--- config.mk ---
export PLATFORM = sky130hd
export DESIGN_NAME = stream_arb2
export DESIGN_NICKNAME = d
export VERILOG_FILES = /design/src/rtl/stream_arb2.sv
export SDC_FILE = /design/constraint.sdc
export NUM_CORES = 1
export LEC_CHECK = 0
export BUFFER_PORTS_ARGS = -buffer_cell sky130_fd_sc_hd__clkbuf_2
export CAP_MARGIN = 15
export CELL_PAD_IN_SITES_DETAIL_PLACEMENT = 2
export CELL_PAD_IN_SITES_GLOBAL_PLACEMENT = 2
export CORE_ASPECT_RATIO = 2
export CORE_MARGIN = 1
export CORE_UTILIZATION = 11
export DETAILED_ROUTE_END_ITERATION = 6
export GPL_ROUTABILITY_DRIVEN = 0
export PLACE_DENSITY = 0.81
export SYNTH_ARGS = -nofsm -noshare
export SYNTH_HDL_FRONTEND = slang
export SYNTH_SLANG_ARGS = --single-unit
export TNS_END_PERCENT = 5
--- constraint.sdc ---
create_clock -name clk -period 2.1 [get_ports clk]
set_input_delay 0.21 -clock clk [delete_from_list [all_inputs] [get_ports clk]]
set_output_delay 0.21 -clock clk [all_outputs]
set_load 0.05 [all_outputs]
--- src/rtl/stream_arb2.sv ---
// Two-port frame arbiter: locks the downstream stream to one upstream port for a whole frame.
// Optional round-robin tie-breaking is enabled by defining STREAM_ARB_RR_EN (default: port 0 wins ties).
module stream_arb2 #(
  parameter int W = 32
) (
  input  logic         clk,
  input  logic         rst_n,
  input  logic [W-1:0] uc0_d0,
  input  logic [3:0]   uc0_mflags,
  output logic [1:0]   cu0_sflags,
  input  logic [W-1:0] uc1_d0,
  input  logic [3:0]   uc1_mflags,
  output logic [1:0]   cu1_sflags,
  output logic [W-1:0] cd_d0,
  output logic [3:0]   cd_mflags,
  input  logic [1:0]   dc_sflags,
  output logic [1:0]   gnt,
  output logic [1:0]   err_drop
);

  localparam int VLD   = 0;
  localparam int LAST  = 1;
  localparam int FIRST = 2;
  localparam int AGAIN = 3;

  typedef enum logic [1:0] {
    ST_IDLE  = 2'b00,
    ST_LOCK0 = 2'b01,
    ST_LOCK1 = 2'b10
  } state_t;

  state_t     state;
  logic [1:0] req;
  logic [1:0] drop;
  logic [3:0] own_mflags;
  logic       release_lock;
  logic       tie_pick1;

  // A frame opener requests; a stray mid-frame beat while idle is swallowed and flagged.
  assign req[0]  = uc0_mflags[VLD] & uc0_mflags[FIRST] & ~uc0_mflags[AGAIN];
  assign req[1]  = uc1_mflags[VLD] & uc1_mflags[FIRST] & ~uc1_mflags[AGAIN];
  assign drop[0] = uc0_mflags[VLD] & ~uc0_mflags[FIRST] & ~uc0_mflags[AGAIN];
  assign drop[1] = uc1_mflags[VLD] & ~uc1_mflags[FIRST] & ~uc1_mflags[AGAIN];

  assign own_mflags   = (state == ST_LOCK1) ? uc1_mflags : uc0_mflags;
  assign release_lock = ((state == ST_LOCK0) || (state == ST_LOCK1)) &&
                        (dc_sflags[1] ||
                         (own_mflags[VLD] && !own_mflags[AGAIN] && !dc_sflags[0] && own_mflags[LAST]));

`ifdef STREAM_ARB_RR_EN
  logic rr_ptr;
  assign tie_pick1 = rr_ptr;
`else
  assign tie_pick1 = 1'b0;
`endif

  always_ff @(posedge clk or negedge rst_n) begin
    if (!rst_n) begin
      state    <= ST_IDLE;
      gnt      <= 2'b00;
      err_drop <= 2'b00;
`ifdef STREAM_ARB_RR_EN
      rr_ptr   <= 1'b0;
`endif
    end else begin
      err_drop <= 2'b00;
      case (state)
        ST_IDLE: begin
          err_drop <= drop;
          if ((req[1] && !req[0]) || (req == 2'b11 && tie_pick1)) begin
            state <= ST_LOCK1;
            gnt   <= 2'b10;
          end else if (req[0]) begin
            state <= ST_LOCK0;
            gnt   <= 2'b01;
          end
        end
        ST_LOCK0, ST_LOCK1: begin
          if (release_lock) begin
            state <= ST_IDLE;
            gnt   <= 2'b00;
`ifdef STREAM_ARB_RR_EN
            rr_ptr <= (state == ST_LOCK0);
`endif
          end
        end
        default: begin
          state <= ST_IDLE;
          gnt   <= 2'b00;
        end
      endcase
    end
  end

  // Locked: straight-through mux. Otherwise hold everyone off except beats being dropped.
  always_comb begin
    cd_d0      = '0;
    cd_mflags  = 4'b0000;
    cu0_sflags = 2'b01;
    cu1_sflags = 2'b01;
    case (state)
      ST_LOCK0: begin
        cd_d0      = uc0_d0;
        cd_mflags  = uc0_mflags;
        cu0_sflags = dc_sflags;
      end
      ST_LOCK1: begin
        cd_d0      = uc1_d0;
        cd_mflags  = uc1_mflags;
        cu1_sflags = dc_sflags;
      end
      ST_IDLE: begin
        if (drop[0]) cu0_sflags = 2'b00;
        if (drop[1]) cu1_sflags = 2'b00;
      end
      default: begin
        cd_d0 = '0;
      end
    endcase
  end

endmodule

* Word level (Yosys, flattened, before mapping)
Cells that the tools add are included.
Cells by class: add/sub/neg operators 0, multiply operators 0, divide/modulo/power cells 0, order comparisons 0, equality and inequality tests 4, shifts and indexed selects 0, mux-type cells 12, bitwise operators 12, reduce and logical (&&, ||, !) cells 13
Operators with widths (number):
- $pmux W32 S2 | 1
- $pmux W2 S2 | 3
- $and A1 B1 Y1 | 8
- $mux W2 | 4
- $pmux W4 S2 | 1
- $logic_and A1 B1 Y1 | 5
- $mux W4 | 1
- $not A1 Y1 | 4
- $logic_not A1 Y1 | 3
- $ne A3 B3 Y1 const B | 1
- $eq A2 B1 Y1 const B | 1
- $eq A2 B2 Y1 const B | 1
- $logic_not A2 Y1 | 1
- $logic_or A1 B1 Y1 | 2
- $mux W1 | 2
- $ne A2 B2 Y1 const B | 1
- $reduce_and A2 Y1 | 1
- $reduce_or A2 Y1 | 1
Word-level totals: flip-flop bits (word level) 4, bits in latches 0, bits in writable memories 0, bits in read-only memories 0, input port bits 76, word-level logic and storage cells 43, memories kept 0

* Longest topological paths before layout
depth in word-level cells 10, gate-level depth with buffers 6, depth with buffers taken out 6

* Worst setup path after synthesis
Ideal clock, no wire load.
kind flip-flop to output port, start point reg, netlist name gnt[0], end point out cu1_sflags[0], data arrival time 2.417 ns, data required time 1.890 ns, path slack -0.527 ns, cell stages (with the launch flop) 6, path buffers 1, cells stage by stage dfrtp_1 > inv_1 > ha_1 > buf_2 > nor2b_1 > o21ai_0
RTL lines:
- to (decl) | RTL line 13 | output logic [1:0] cu1_sflags,

==> results summary <==
The critical path endpoint category is a primary output. The repair_antennas step left the layout with diodes totalling 0. The tightest min-delay check is of the in2reg type. a22oi_1 takes more of the synthesized area than any other cell. The total wire length is 4.64 mm. Clock tree synthesis inserted a total of 3 buffers.

The maximum count of clock buffers along a single path came out at 2. The flow ran to the end, and the final reports show no timing, DRC or antenna violations. The worst hold path was traced through 2 stages. The number of setup violations in the final report is 0. The worst setup path is launched from a flip-flop. The routed via count divided by cell count is about 4.4.

The worst-case IR drop observed on VDD is roughly 620 uV. Grouping stages by cell kind, the critical path spends the most delay in flip-flops. After clock tree synthesis, the clock-pin slew on the worst setup and hold paths is approximately 30 ps. The commonest cells after synthesis are nor2_1, a22oi_1, nand2_1. Summed over all layers, the global routing overflow is 0. Summed over all cells, the static leakage comes to roughly 0.84 nW.

Power spread over the standard cell area amounts to between 1000 and 1500 nW/um2. The number of hold violations in the final report is 0. The mapped netlist covers between 700 and 800 um2. In this run, synthesis produced a sequential element count of 4. The area of the die came out at 7240 um2. The tree is rooted in a clkbuf_16.

The synthesized design contains 0 enable-type register cells. The worst stage delay on the critical path came out at 390 ps. The sequential cell area fraction in the yosys report came out at 0.132. The number of vias after detailed routing is roughly 1,400. Derived from the worst setup path, the maximum achievable clock frequency is ~0.5 GHz. The placement-stage worst setup slack came out at ~190 ps. The global-route wire length before repair came out at slightly above 7 mm.

In the synthesized netlist the async set-or-reset flop fraction comes to 1.00. Of the cells placed in the final design, the portion with a size suffix greater than 1 is 0.562. The count of unresolved DRC violations after routing is 0. In this run the critical register-to-register path is captured at gnt[1]. The pin count of the biggest net entering global routing is 38.

The critical path buffer and inverter count came out at 2. The number of buffers inserted by post-CTS setup repair is 0. The signal on the critical path passes through inv_1 > ha_1 > nor4bb_4 > o21ai_1 > clkbuf_2. The TritonCTS sink count is 4. For flop-to-flop paths, the worst setup slack is between 300 and 400 ps. The worst setup slack after layout came out at roughly 120 ps.

The path with the worst hold slack has its endpoint at err_drop[0]. For this configuration, the core starts out at a cell density of 0.114. The mean instance size in the synthesized netlist is ~6.4 um2. TritonCTS built the clock tree. The initial antenna violation count was 0. The setup skew after layout came out at ~0.64 ps. The final routed wire length divided by cell count came out at about 14 um. CTS built an H-tree with a depth of 1. The total global-route track usage is 0.128.

The top-area cell type share of the netlist area came out at 0.367. The vertical extent of the die came out at 119 um. In the final timing run, aggregate negative setup slack is 0 ps. The startpoint identified for the worst hold timing path is uc0_mflags[2]. For this design the top-level I/O count stands at 120. The worst setup path is of the reg2out kind. The core box area is around 6600 um2.

The data arrival time of the worst path came out at roughly 1800 ps. The most frequent cell after synthesis is nor2_1. The count of distinct cell types in the synthesized netlist is 21.

The area growth from synthesis to layout is 113%. The post-route antenna net violation count is 0. Of all nets on the critical path, the largest fanout is 7. The max-slew violation count was 0.

The final period demand of the worst path is 1980 ps. Sorting the synthesized cells by area gives the leading types as a22oi_1, nor2_1, dfrtp_1. Excluding fillers, the count of instances in the completed layout stands at about 320. The floorplan has 42 rows. The number of warning messages in the yosys log came out at 0. The total nets after synthesis came out at just under 200. The slowest stage of the critical path is the dfrtp_1 cell.

Final hold analysis gives a worst-case slack of approximately 210 ps. The HPWL after detailed placement is 3.84 mm. The die boundary width is between 60 and 70 um. The count of port buffers added during placement came out at 119.

The instance count after placement with tap cells included came out at roughly 320. The remaining max-slew budget at the tightest pin came out at 0.741. The startpoint identified for the worst register-to-register timing path is gnt[1]. The final cycle utilization of the critical path came out at 0.943. The primary flip-flop cell chosen by synthesis mapping is dfrtp_1.

The worst reg-to-reg path cell count came out at 6. The DRC marker count from the first detailed-route iteration is 20. The detailed-routing iteration count for the pre-antenna-repair pass is 4. The synthesized instance count came out at between 100 and 150. The slew at the pin closest to its max-slew limit came out at roughly 390 ps. The final layout net count is approximately 320. The critical path required time came out at approximately 1900 ps. The number of global-route vias before repair came to around 1,600. The insertion delay of the later-clocked pin in the worst-skew pair is roughly 220 ps. The number of maximum-capacitance constraint violations is 0.
[worst register-to-register path: stages, from the launching register on]
cell      delay [ps]
dfrtp_1          380
inv_1             90
ha_1             320
inv_4            160
a311oi_2         300
a21oi_1          110
o2bb2a_1         310
[cells by family after synthesis]
| group | count (synthesis) | synth area share |
|---|---|---|
| AOI/OAI and AO/OA | 43 | 0.431 |
| adders and majority gates | 3 | 0.0496 |
| buffers and inverters | 14 | 0.0744 |
| DFF | 4 | 0.132 |
| and+or+nand+nor | 54 | 0.312 |
[what timing repair did]
action	CTS	global route
hold endpoints to repair	4	0
resized for setup	2	8
pin swaps	0	0
setup endpoints to repair	35	35
hold buffers	1	0
[layout by cell type, fill, tap and decap left out]
cell	instances
clkbuf_2	112
a22oi_1	37
nor2_1	37
nand2_1	6
dfrtp_1	4
buf_2	4
nor2b_1	3
clkbuf_16	3
buf_12	3
buf_4	3
inv_1	2
o21ai_1	2
and2_1	2
nand3b_1	2
ha_1	2
buf_6	2
inv_4	1
nor2_2	1
nor4bb_4	1
a311oi_2	1
or3b_1	1
and3_1	1
o2bb2ai_1	1
a21oi_1	1
o2bb2a_1	1
ha_2	1
dlygate4sd3_1	1
[metrics by stage]
step | cell area (um2) | power, mW | utilization
after floorplan | 759 | 1.32 | -
after global placement | 1500 | 1.78 | 0.227
after detailed placement | 1500 | 1.80 | 0.227
after CTS | 1600 | 2.12 | 0.241
after global routing | 1620 | 2.24 | 0.244
final | 1620 | 2.11 | 0.244
[layout make-up]
cell class              instances  area [um2]
repair buffers                125         696
fillers                       842        5010
inverters                       3        13.8
flip-flops and latches          4         100
multi-input cells             100         621
clock buffers                   3        75.1
well taps                      88         110
[sequential cells by signal (all words and copies together) (netlist names)]
register	flops
gnt	2
err_drop	2
[metal layers]
metal  share of wire  track usage  wire (um)  up-vias
li1                -            -          -      666
met1            0.30        0.102       1420      658
met2            0.61        0.279       2840       78
met3           0.072       0.0239        335        5
met4           0.010       0.0313         48        0
met5               0            0          0        -
[how the worst max path moves through the flow]
stage           start            end  slack (ps)  cells past startpoint
2_1_floorplan  gnt[0]      cd_d0[14]        -200                      5
3_3_place_gp   gnt[0]      cd_d0[28]         210                      5
3_5_place_dp   gnt[1]         gnt[1]         190                      6
4_1_cts        gnt[0]      cd_d0[28]           1                      6
5_1_grt        gnt[0]  cu1_sflags[0]          -2                      5
6_report       gnt[0]  cu1_sflags[0]         120                      5
[power by group]
group | total [mW] | switching [mW] | internal [mW]
combinational | 1.70 | 1.24 | 0.469
sequential | 0.109 | 0.0138 | 0.0948
clock | 0.295 | 0.0516 | 0.243
No activity file was read; power rests on OpenSTA's default activity.
